[src/rtl/temp_sample_sequencer.sv]
// Periodic sampler for the temperature calculator: issues ADC requests on a fixed period,
// latches calibration per sample, waits out the calculator latency and hands tempc to a valid/ready consumer.
module temp_sample_sequencer #(
    parameter int SAMPLE_PERIOD = 1000,
    parameter int CALC_LATENCY  = 2,
    parameter int ACK_TIMEOUT   = 255
) (
    input  logic        clk,
    input  logic        rst,
    input  logic        enable,
    input  logic        clr_err,
    input  logic [31:0] tc_base_cfg,
    input  logic [7:0]  tc_ref_cfg,
    output logic        adc_req,
    input  logic        adc_ack,
    input  logic [15:0] adc_dout,
    output logic [31:0] calc_base,
    output logic [7:0]  calc_ref,
    output logic [15:0] calc_adc,
    input  logic [31:0] calc_tempc,
    output logic [31:0] temp_out,
    output logic        temp_valid,
    input  logic        temp_ready,
    output logic        busy,
    output logic        overrun,
    output logic        timeout_err
);
    localparam int PW = $clog2(SAMPLE_PERIOD);
    localparam int TW = $clog2(ACK_TIMEOUT + 1);
    localparam int LW = $clog2(CALC_LATENCY + 1);
    localparam logic [PW-1:0] PERIOD_MAX  = PW'(SAMPLE_PERIOD - 1);
    localparam logic [TW-1:0] TIMEOUT_MAX = TW'(ACK_TIMEOUT - 1);
    localparam logic [LW-1:0] LAT_MAX     = LW'(CALC_LATENCY);

    // Handshakes: adc_req stays high until adc_ack is sampled high (or the wait expires);
    // a result transfers on any rising edge where temp_valid & temp_ready are both high.
    typedef enum logic [1:0] {IDLE, REQ, CALC} state_t;

    state_t        state, state_nxt;
    logic [PW-1:0] period_cnt;
    logic [TW-1:0] wait_cnt;
    logic [LW-1:0] lat_cnt;
    logic          tick, start, ack_take, ack_expire, capture;
    logic          overrun_set;

    assign tick    = enable && (period_cnt == PERIOD_MAX);
    assign adc_req = (state == REQ);
    assign busy    = (state != IDLE);

    always_comb begin
        state_nxt  = state;
        start      = 1'b0;
        ack_take   = 1'b0;
        ack_expire = 1'b0;
        capture    = 1'b0;
        case (state)
            IDLE: begin
                if (tick) begin
                    start     = 1'b1;
                    state_nxt = REQ;
                end
            end
            REQ: begin
                // An ack on the final allowed cycle still counts as a good sample.
                if (adc_ack) begin
                    ack_take  = 1'b1;
                    state_nxt = CALC;
                end else if (wait_cnt == TIMEOUT_MAX) begin
                    ack_expire = 1'b1;
                    state_nxt  = IDLE;
                end
            end
            CALC: begin
                if (lat_cnt == LAT_MAX) begin
                    capture   = 1'b1;
                    state_nxt = IDLE;
                end
            end
            default: state_nxt = IDLE;
        endcase
    end

    assign overrun_set = (capture && temp_valid && !temp_ready) || (tick && busy);

    always_ff @(posedge clk or posedge rst) begin
        if (rst) begin
            state <= IDLE;
        end else begin
            state <= state_nxt;
        end
    end

    always_ff @(posedge clk or posedge rst) begin
        if (rst) begin
            period_cnt <= '0;
        end else if (!enable || period_cnt == PERIOD_MAX) begin
            period_cnt <= '0;
        end else begin
            period_cnt <= period_cnt + 1'b1;
        end
    end

    // Both phase counters restart whenever their state is left, so each visit begins at zero.
    always_ff @(posedge clk or posedge rst) begin
        if (rst) begin
            wait_cnt <= '0;
            lat_cnt  <= '0;
        end else begin
            wait_cnt <= (state == REQ)  ? wait_cnt + 1'b1 : '0;
            lat_cnt  <= (state == CALC) ? lat_cnt + 1'b1  : '0;
        end
    end

    always_ff @(posedge clk or posedge rst) begin
        if (rst) begin
            calc_base <= '0;
            calc_ref  <= '0;
            calc_adc  <= '0;
        end else begin
            if (start) begin
                calc_base <= tc_base_cfg;
                calc_ref  <= tc_ref_cfg;
            end
            if (ack_take) begin
                calc_adc <= adc_dout;
            end
        end
    end

    always_ff @(posedge clk or posedge rst) begin
        if (rst) begin
            temp_out   <= '0;
            temp_valid <= 1'b0;
        end else if (capture) begin
            temp_out   <= calc_tempc;
            temp_valid <= 1'b1;
        end else if (temp_valid && temp_ready) begin
            temp_valid <= 1'b0;
        end
    end

    // Sticky flags: a set event in the same cycle as clr_err wins.
    always_ff @(posedge clk or posedge rst) begin
        if (rst) begin
            overrun     <= 1'b0;
            timeout_err <= 1'b0;
        end else begin
            if (overrun_set) begin
                overrun <= 1'b1;
            end else if (clr_err) begin
                overrun <= 1'b0;
            end
            if (ack_expire) begin
                timeout_err <= 1'b1;
            end else if (clr_err) begin
                timeout_err <= 1'b0;
            end
        end
    end

endmodule
[config.mk]
export PLATFORM = sky130hd
export DESIGN_NAME = temp_sample_sequencer
export DESIGN_NICKNAME = d
export VERILOG_FILES = /design/src/rtl/temp_sample_sequencer.sv
export SDC_FILE = /design/constraint.sdc
export NUM_CORES = 1
export LEC_CHECK = 0
export ABC_AREA = 1
export BUFFER_PORTS_ARGS = -buffer_cell sky130_fd_sc_hd__buf_4
export CAP_MARGIN = 20
export CORE_MARGIN = 5
export CORE_UTILIZATION = 37
export CTS_BUF_LIST = sky130_fd_sc_hd__clkbuf_16
export DETAILED_ROUTE_END_ITERATION = 8
export PLACE_DENSITY = 0.76
export SLEW_MARGIN = 10
export SYNTH_ARGS = -nofsm -noshare
export SYNTH_HDL_FRONTEND = slang
export SYNTH_SLANG_ARGS = --single-unit
export TNS_END_PERCENT = 1
[constraint.sdc]
create_clock -name clk -period 4.6 [get_ports clk]
set_clock_uncertainty 0.1 [all_clocks]
set_input_delay 0.46 -clock clk [delete_from_list [all_inputs] [get_ports clk]]
set_output_delay 0.46 -clock clk [all_outputs]
set_load 0.01 [all_outputs]
==> metrics, run 1 <==
outcome finished clean; GP Congestion 0.7746; post-synth top area share 61.90%; syn nets 578; Die Height 121.1 um; TritonCTS clock tree done; Vias 3885; # fillers 1082; sequential area share after synthesis 61.90%; final setup vio count 0; crit path capture type flip-flop; CP Data Required Time 4.78 ns; layout cell share with drive strength beyond 1 33.14%; drt via density 4.587; post-synthesis cell type count 25; syn avg cell area 9.517 um^2; Post-Route WL 11750 um; RSZ-0062 raised after global routing false; minimum clock period 2.586 ns; post-DR wirelength/cell 13.87 um; fin crit share 56.22%; clock sinks 113; post-route setup TNS 0 ns; die area 0.01467 mm^2; Crit path top cell by count nand2_1; Routed Antenna Nets 0; Final #Nets 766; Syn Inst Count 480; clock root cell clkbuf_16; PwrDens 346.4 mW/mm^2; CP Class flip-flop to flip-flop; top post-synthesis cells by area dfrtp_1 (62%), nand2_1 (17%), nand3_1 (5.0%); Crit path arrival time 2.77 ns; 1st-iter DRT viols 215; cell breakdown of the critical path ha_1, nand2_1, nor2_2, nand3_2, nor2_4, nand2_4, nand2_1, nand2_1; YS warnings 0; Worst Path Max Fanout 43; Reg area 0.002828 mm^2; Worst Hold Margin 0.1574 ns; post-route insts no fill 847; fin. max-slew vios 0; most frequent cells in the layout nand2_1 (203), buf_4 (188), dfrtp_1 (113); Final Hold Fails 0; HP Class primary input to flip-flop; vias in the first global route 3949; Starting Density 37.87%; Final HPWL DP 8408 um; leading area contributor after synthesis dfrtp_1; Clock Pin Slew Worst Setup and Hold Paths 0.05 ns; placed insts 817; CTS Hold Bufs 0; worst skew pair latency 0.40 ns; max cap viols 0; Post-CTS Setup Bufs 0; Peak VDD IR 0.0002030 V; maximum clock frequency 386.6 MHz; Sw Ratio 20.97%; DRC Markers 0; drt pass-1 iters 4; n_diodes 0; commonest non-fill, non-tap cell in the layout nand2_1; first-pass GRT wire length 19420 um; area delta synth->final 44.02%; CORE AREA 0.01206 mm^2; combinational group share of total power 5.7%; Worst Tran Pin Value 0.9914 ns; IO Pins 187; Critical-path top delay cell nor2_4; Leakage 3.650 nW; P_sw 0.4780 mW; cts bufs inserted 17; max incr delay on CP 0.76 ns; Slew headroom 33.75%; die width 121.1 um; FP Rows 40; IO Port Bufs 186; PostCTS Resize Cnt 0; clock power share 49.4%; multi-input logic area 0.001543 mm^2; Internal 1.801 mW; Cell Area, Synth 0.004568 mm^2; element type at the critical path start flip-flop; H-Tree Depth 4; Seq cells post-synth 113; total grt overflow 0; Tot Pwr 2.279 mW; post-layout util 54.54%; initial antenna violation count 0; Max Buffers Root-to-Sink 2; largest net degree at the start of global routing 76; Sequential Power Share 44.9%; GRT Util Overall 16.66%
layer usage:
metal / GRT usage [%] / part of all wire [%]
met1: 19.97 / 42
met4: 6.516 / 1.6
met3: 6.340 / 9.3
met5: 0 / 0
met2: 27.09 / 47
cell type report:
| type | instances | share of cell area, % |
|---|---|---|
| Tap cell | 168 | 3.195 |
| Sequential cell | 113 | 42.98 |
| Multi-Input combinational cell | 328 | 23.45 |
| Inverter | 20 | 1.179 |
| Clock inverter | 13 | 1.274 |
| Clock buffer | 17 | 6.466 |
| Timing Repair Buffer | 188 | 21.45 |
cells by family (layout without fill, tap and decap cells):
group	count (synthesis)	count (layout)	share of synthesized area, %
AND/OR/NAND/NOR	293	293	26.46
flip-flops	113	113	61.90
adder cells (fa/ha/maj)	4	4	1.096
multiplexers	16	16	3.944
XOR/XNOR	4	4	0.7668
buffers and inverters	39	238	4.492
AO/OA/AOI/OAI	11	11	1.342
worst max-delay path: cells and delay by family (launching register included):
family / cells / cell delay, ns
simple gates: 7 / 1.79
flops: 1 / 0.37
fa+ha+maj: 1 / 0.18
state kept, by name, summed over array words and instances (netlist names):
name,count
wait_cnt,8
timeout_err,1
temp_out,32
calc_adc,16
calc_base,32
state,2
overrun,1
temp_valid,1
period_cnt,10
calc_ref,8
lat_cnt,2
path summary, 6_finish.rpt:
check | from | endpoint | slack (ns) | cells past startpoint
setup / recovery | period_cnt[0] | calc_ref[6] | 2.01 | 8
hold reg to reg | lat_cnt[0] | lat_cnt[0] | 0.33 | 1
hold / removal | calc_tempc[17] | temp_out[17] | 0.16 | 3
min in group asynchronous | rst | calc_ref[1] | 0.17 | 2
max in group asynchronous | rst | calc_base[7] | 3.17 | 3
setup reg to reg | period_cnt[0] | calc_ref[6] | 2.01 | 8
metrics by stage:
step | worst slack, ns | area (um^2)
floorplan | 1.053 | 4568
global placement | 2.136 | 6070
detailed placement | 1.948 | 6070
CTS | 1.954 | 6579
global route | 1.688 | 6579
finish | 2.014 | 6579
power by group through the flow:
stage                     sequential [mW]  clock [mW]  combinational (mW)
after global placement               1.04           0               0.131
after detailed placement             1.04           0               0.133
after floorplan                      1.04           0              0.0295
final                                1.02        1.13               0.130
after CTS                            1.02        1.15               0.134
after global routing                 1.02        1.20               0.145
Yosys cell counts:
cell      number
dfrtp_1      113
o21ai_0        4
clkbuf_1       5
nand2_1      203
xor2_1         4
nand2_2        2
a21oi_1        4
nor2_4         1
buf_4          4
nor2_1        29
a31oi_1        1
o21bai_1       1
buf_2          5
inv_2          3
nor2_2         3
nand4_1        2
buf_6          5
nand3_1       46
ha_1           4
nand2_4        2
o31ai_1        1
mux2_1        16
nor3_1         4
inv_1         17
nand3_2        1
Note: power is estimated with default switching activity, not from simulation.
==> inputs of run 2 (changes only) <==
--- a/config.mk
+++ b/config.mk
@@ -5,7 +5,7 @@
 export SDC_FILE = /design/constraint.sdc
 export NUM_CORES = 1
 export LEC_CHECK = 0
-export ABC_AREA = 1
+export ABC_AREA = 0
 export BUFFER_PORTS_ARGS = -buffer_cell sky130_fd_sc_hd__buf_4
 export CAP_MARGIN = 20
 export CORE_MARGIN = 5
==> constraint.sdc (replaced) <==
create_clock -name clk -period 2.5 [get_ports clk]
set_clock_uncertainty 0.1 [all_clocks]
set_input_delay 0.25 -clock clk [delete_from_list [all_inputs] [get_ports clk]]
set_output_delay 0.25 -clock clk [all_outputs]
set_load 0.01 [all_outputs]
==> run 2 against run 1 <==
Synthesized area down 2.9%. Clock power up 73%. Sequential power up 130%. Combinational power rose to 9.7 times the previous value. First-iteration DRC count down 11%. Highest routed layer unchanged.
==> metrics, run 2 <==
GRT Util Overall 17.54%; fin. max-slew vios 0; max cap viols 0; Post-CTS Setup Bufs 0; synth cell count leaders dfrtp_1 (113), mux2_2 (80), nor2_1 (11); IO Port Bufs 186; Die Height 119.5 um; PostCTS Resize Cnt 0; CORE AREA 0.01186 mm^2; met2 usage in global routing 31.00%; syn nets 398; fin crit share 85.71%; largest net degree at the start of global routing 66; Crit path arrival time 2.31 ns; layout cell share with drive strength beyond 1 49.34%; n_diodes 0; die width 119.5 um; multi-input logic area 0.001505 mm^2; vias in the first global route 3891; post-DR wirelength/cell 16.35 um; Post-Route WL 12280 um; R2R depth 5; design area 0.007397 mm^2; CP Class flip-flop to flip-flop; cts bufs inserted 17; clock root cell clkbuf_16; reg2reg setup slack 0.36 ns; reg2reg end calc_base[27]; Internal 4.120 mW; Final HPWL DP 7567 um; Leakage 3.642 nW; Place WS 0.4120 ns; CP Data Required Time 2.67 ns; Final #Nets 689; TritonCTS clock tree done; HP Class primary input to flip-flop; crit path capture type flip-flop; Syn Inst Count 300; gr busiest metal met2; H-Tree Depth 4; 1st-iter DRT viols 192; worst skew pair latency 0.40 ns; IO Pins 187; post-synth top area share 63.75%; Clock Pin Slew Worst Setup and Hold Paths 0.05 ns; P_sw 1.408 mW; Max Buffers Root-to-Sink 2; most frequent cell after synthesis dfrtp_1; met3 Use GR 5.561%; placed insts 628; first-pass GRT wire length 19790 um; Worst Hold End temp_valid; Worst Path Max Fanout 40; FP Rows 40; main flop type after synthesis dfrtp_1; number of synthesized flops with an enable pin 0; Routed Antenna Nets 0; post-route setup TNS 0 ns; syn avg cell area 14.79 um^2; Sw Ratio 25.48%; PwrDens 747.4 mW/mm^2; CP bufs+invs 1; RSZ-0062 raised after global routing false; area delta synth->final 66.77%; clock power share 35.4%; YS warnings 0; cell breakdown of the critical path ha_1, nand4_1, nor4_4, buf_12, mux2_1; Final Hold Fails 0; largest registers calc_base (32), temp_out (32), calc_adc (16); CP delay by family, top simple AND/OR/NAND/NOR gates; # fillers 835; Seq cells post-synth 113; Sequential Power Share 41.9%; element type at the critical path start flip-flop; post-synthesis cell type count 33; Starting Density 37.39%; sequential area share after synthesis 63.75%; die area 0.01428 mm^2; Final WS setup 0.3572 ns; asr flop ratio synth 100.0%; initial antenna violation count 0; Vias 3496; outcome finished clean; Hold Path Depth 3; max incr delay on CP 0.38 ns; DP Area 0.005997 mm^2; drt via density 4.655; Worst Tran Pin Value 0.8040 ns; drt pass-1 iters 4; final setup vio count 0; DRC Markers 0; most frequent cells in the layout buf_4 (190), dfrtp_1 (113), dlygate4sd3_1 (91); GP Congestion 0.8175; critical path depth 5; Reg area 0.002828 mm^2; commonest non-fill, non-tap cell in the layout buf_4; HP Start temp_ready; Peak VDD IR 0.0003939 V; minimum clock period 2.143 ns; post-route insts no fill 751; met1 GRT Util 19.26%; Critical-path top delay cell mux2_1; maximum clock frequency 466.7 MHz; Cell Area, Synth 0.004436 mm^2; post-layout util 62.36%; Slew headroom 46.40%; total grt overflow 0; combinational group share of total power 22.7%; Reg-to-Reg Start period_cnt[0]; top post-synthesis cells by area dfrtp_1 (64%), mux2_2 (20%), mux2_1 (2.0%); leading area contributor after synthesis dfrtp_1; clock sinks 113
-- run 2: cell count changes after synthesis, sizes merged, moves of 3 or more --
cell    previous run  this run
nand2b             0         5
nor2              33        11
nand3             47         9
mux2              16        88
nor3               4         1
a21oi              4         8
buf               14         6
or3                0         7
nand2            207         6
inv               20         8
o21ai              4         8
-- run 2: tightest hold or removal path, stage by stage --
cell,delay [ns]
buf_4,0.07
nand2b_1,0.10
nand2_1,0.05
-- run 2: cell families after synthesis --
| logic type | synth area share [%] |
|---|---|
| compound gates | 2.962 |
| fa+ha+maj | 1.128 |
| xor+xnor | 1.185 |
| mux | 22.34 |
| simple gates | 6.319 |
| buf+inv | 2.313 |
| flops | 63.75 |
-- run 2: power groups by stage --
stage	logic, mW	registers [mW]	clock network [mW]
final	1.26	2.31	1.96
after global placement	1.11	2.32	0
after CTS	1.26	2.30	2.01
after detailed placement	1.14	2.33	0
after global routing	1.34	2.35	2.10
after floorplan	0.323	2.45	0
-- run 2: per-layer routing --
metal | vias to the layer above | share of wire [%]
li1 | 1644 | -
met1 | 1689 | 38
met2 | 130 | 52
met3 | 33 | 6.1
met4 | 0 | 3.3
met5 | - | 0
-- run 2: repair_timing --
item,in CTS,in global routing
endpoints found under the setup margin,0,0
hold buffers,90,1
hold endpoints to repair,137,1
-- run 2: cell type report --
type                    instances  share of cell area [%]
multi-input cells             169                   20.35
clock inverters                15                  0.8627
inverters                       8                  0.4567
repair buffers                282                   31.87
flip-flops and latches        113                   38.23
well taps                     147                   2.486
clock buffers                  17                   5.751
-- run 2: worst max-delay path by stage --
stage                  startpoint       endpoint  slack, ns
finish              period_cnt[0]  calc_base[27]       0.36
global route        period_cnt[0]  calc_base[27]       0.24
CTS                 period_cnt[0]  calc_base[17]       0.37
detailed placement  period_cnt[0]   calc_base[2]       0.41
global placement    period_cnt[0]  calc_base[14]       0.47
floorplan           period_cnt[0]  calc_base[14]       0.54
-- run 2: through the flow --
step,hold slack (ns),total power [mW]
2_1_floorplan,0.2471,2.777
3_3_place_gp,0.3137,3.427
3_5_place_dp,0.3181,3.468
4_1_cts,0.002961,5.568
5_1_grt,0.05162,5.796
6_report,0.02168,5.528
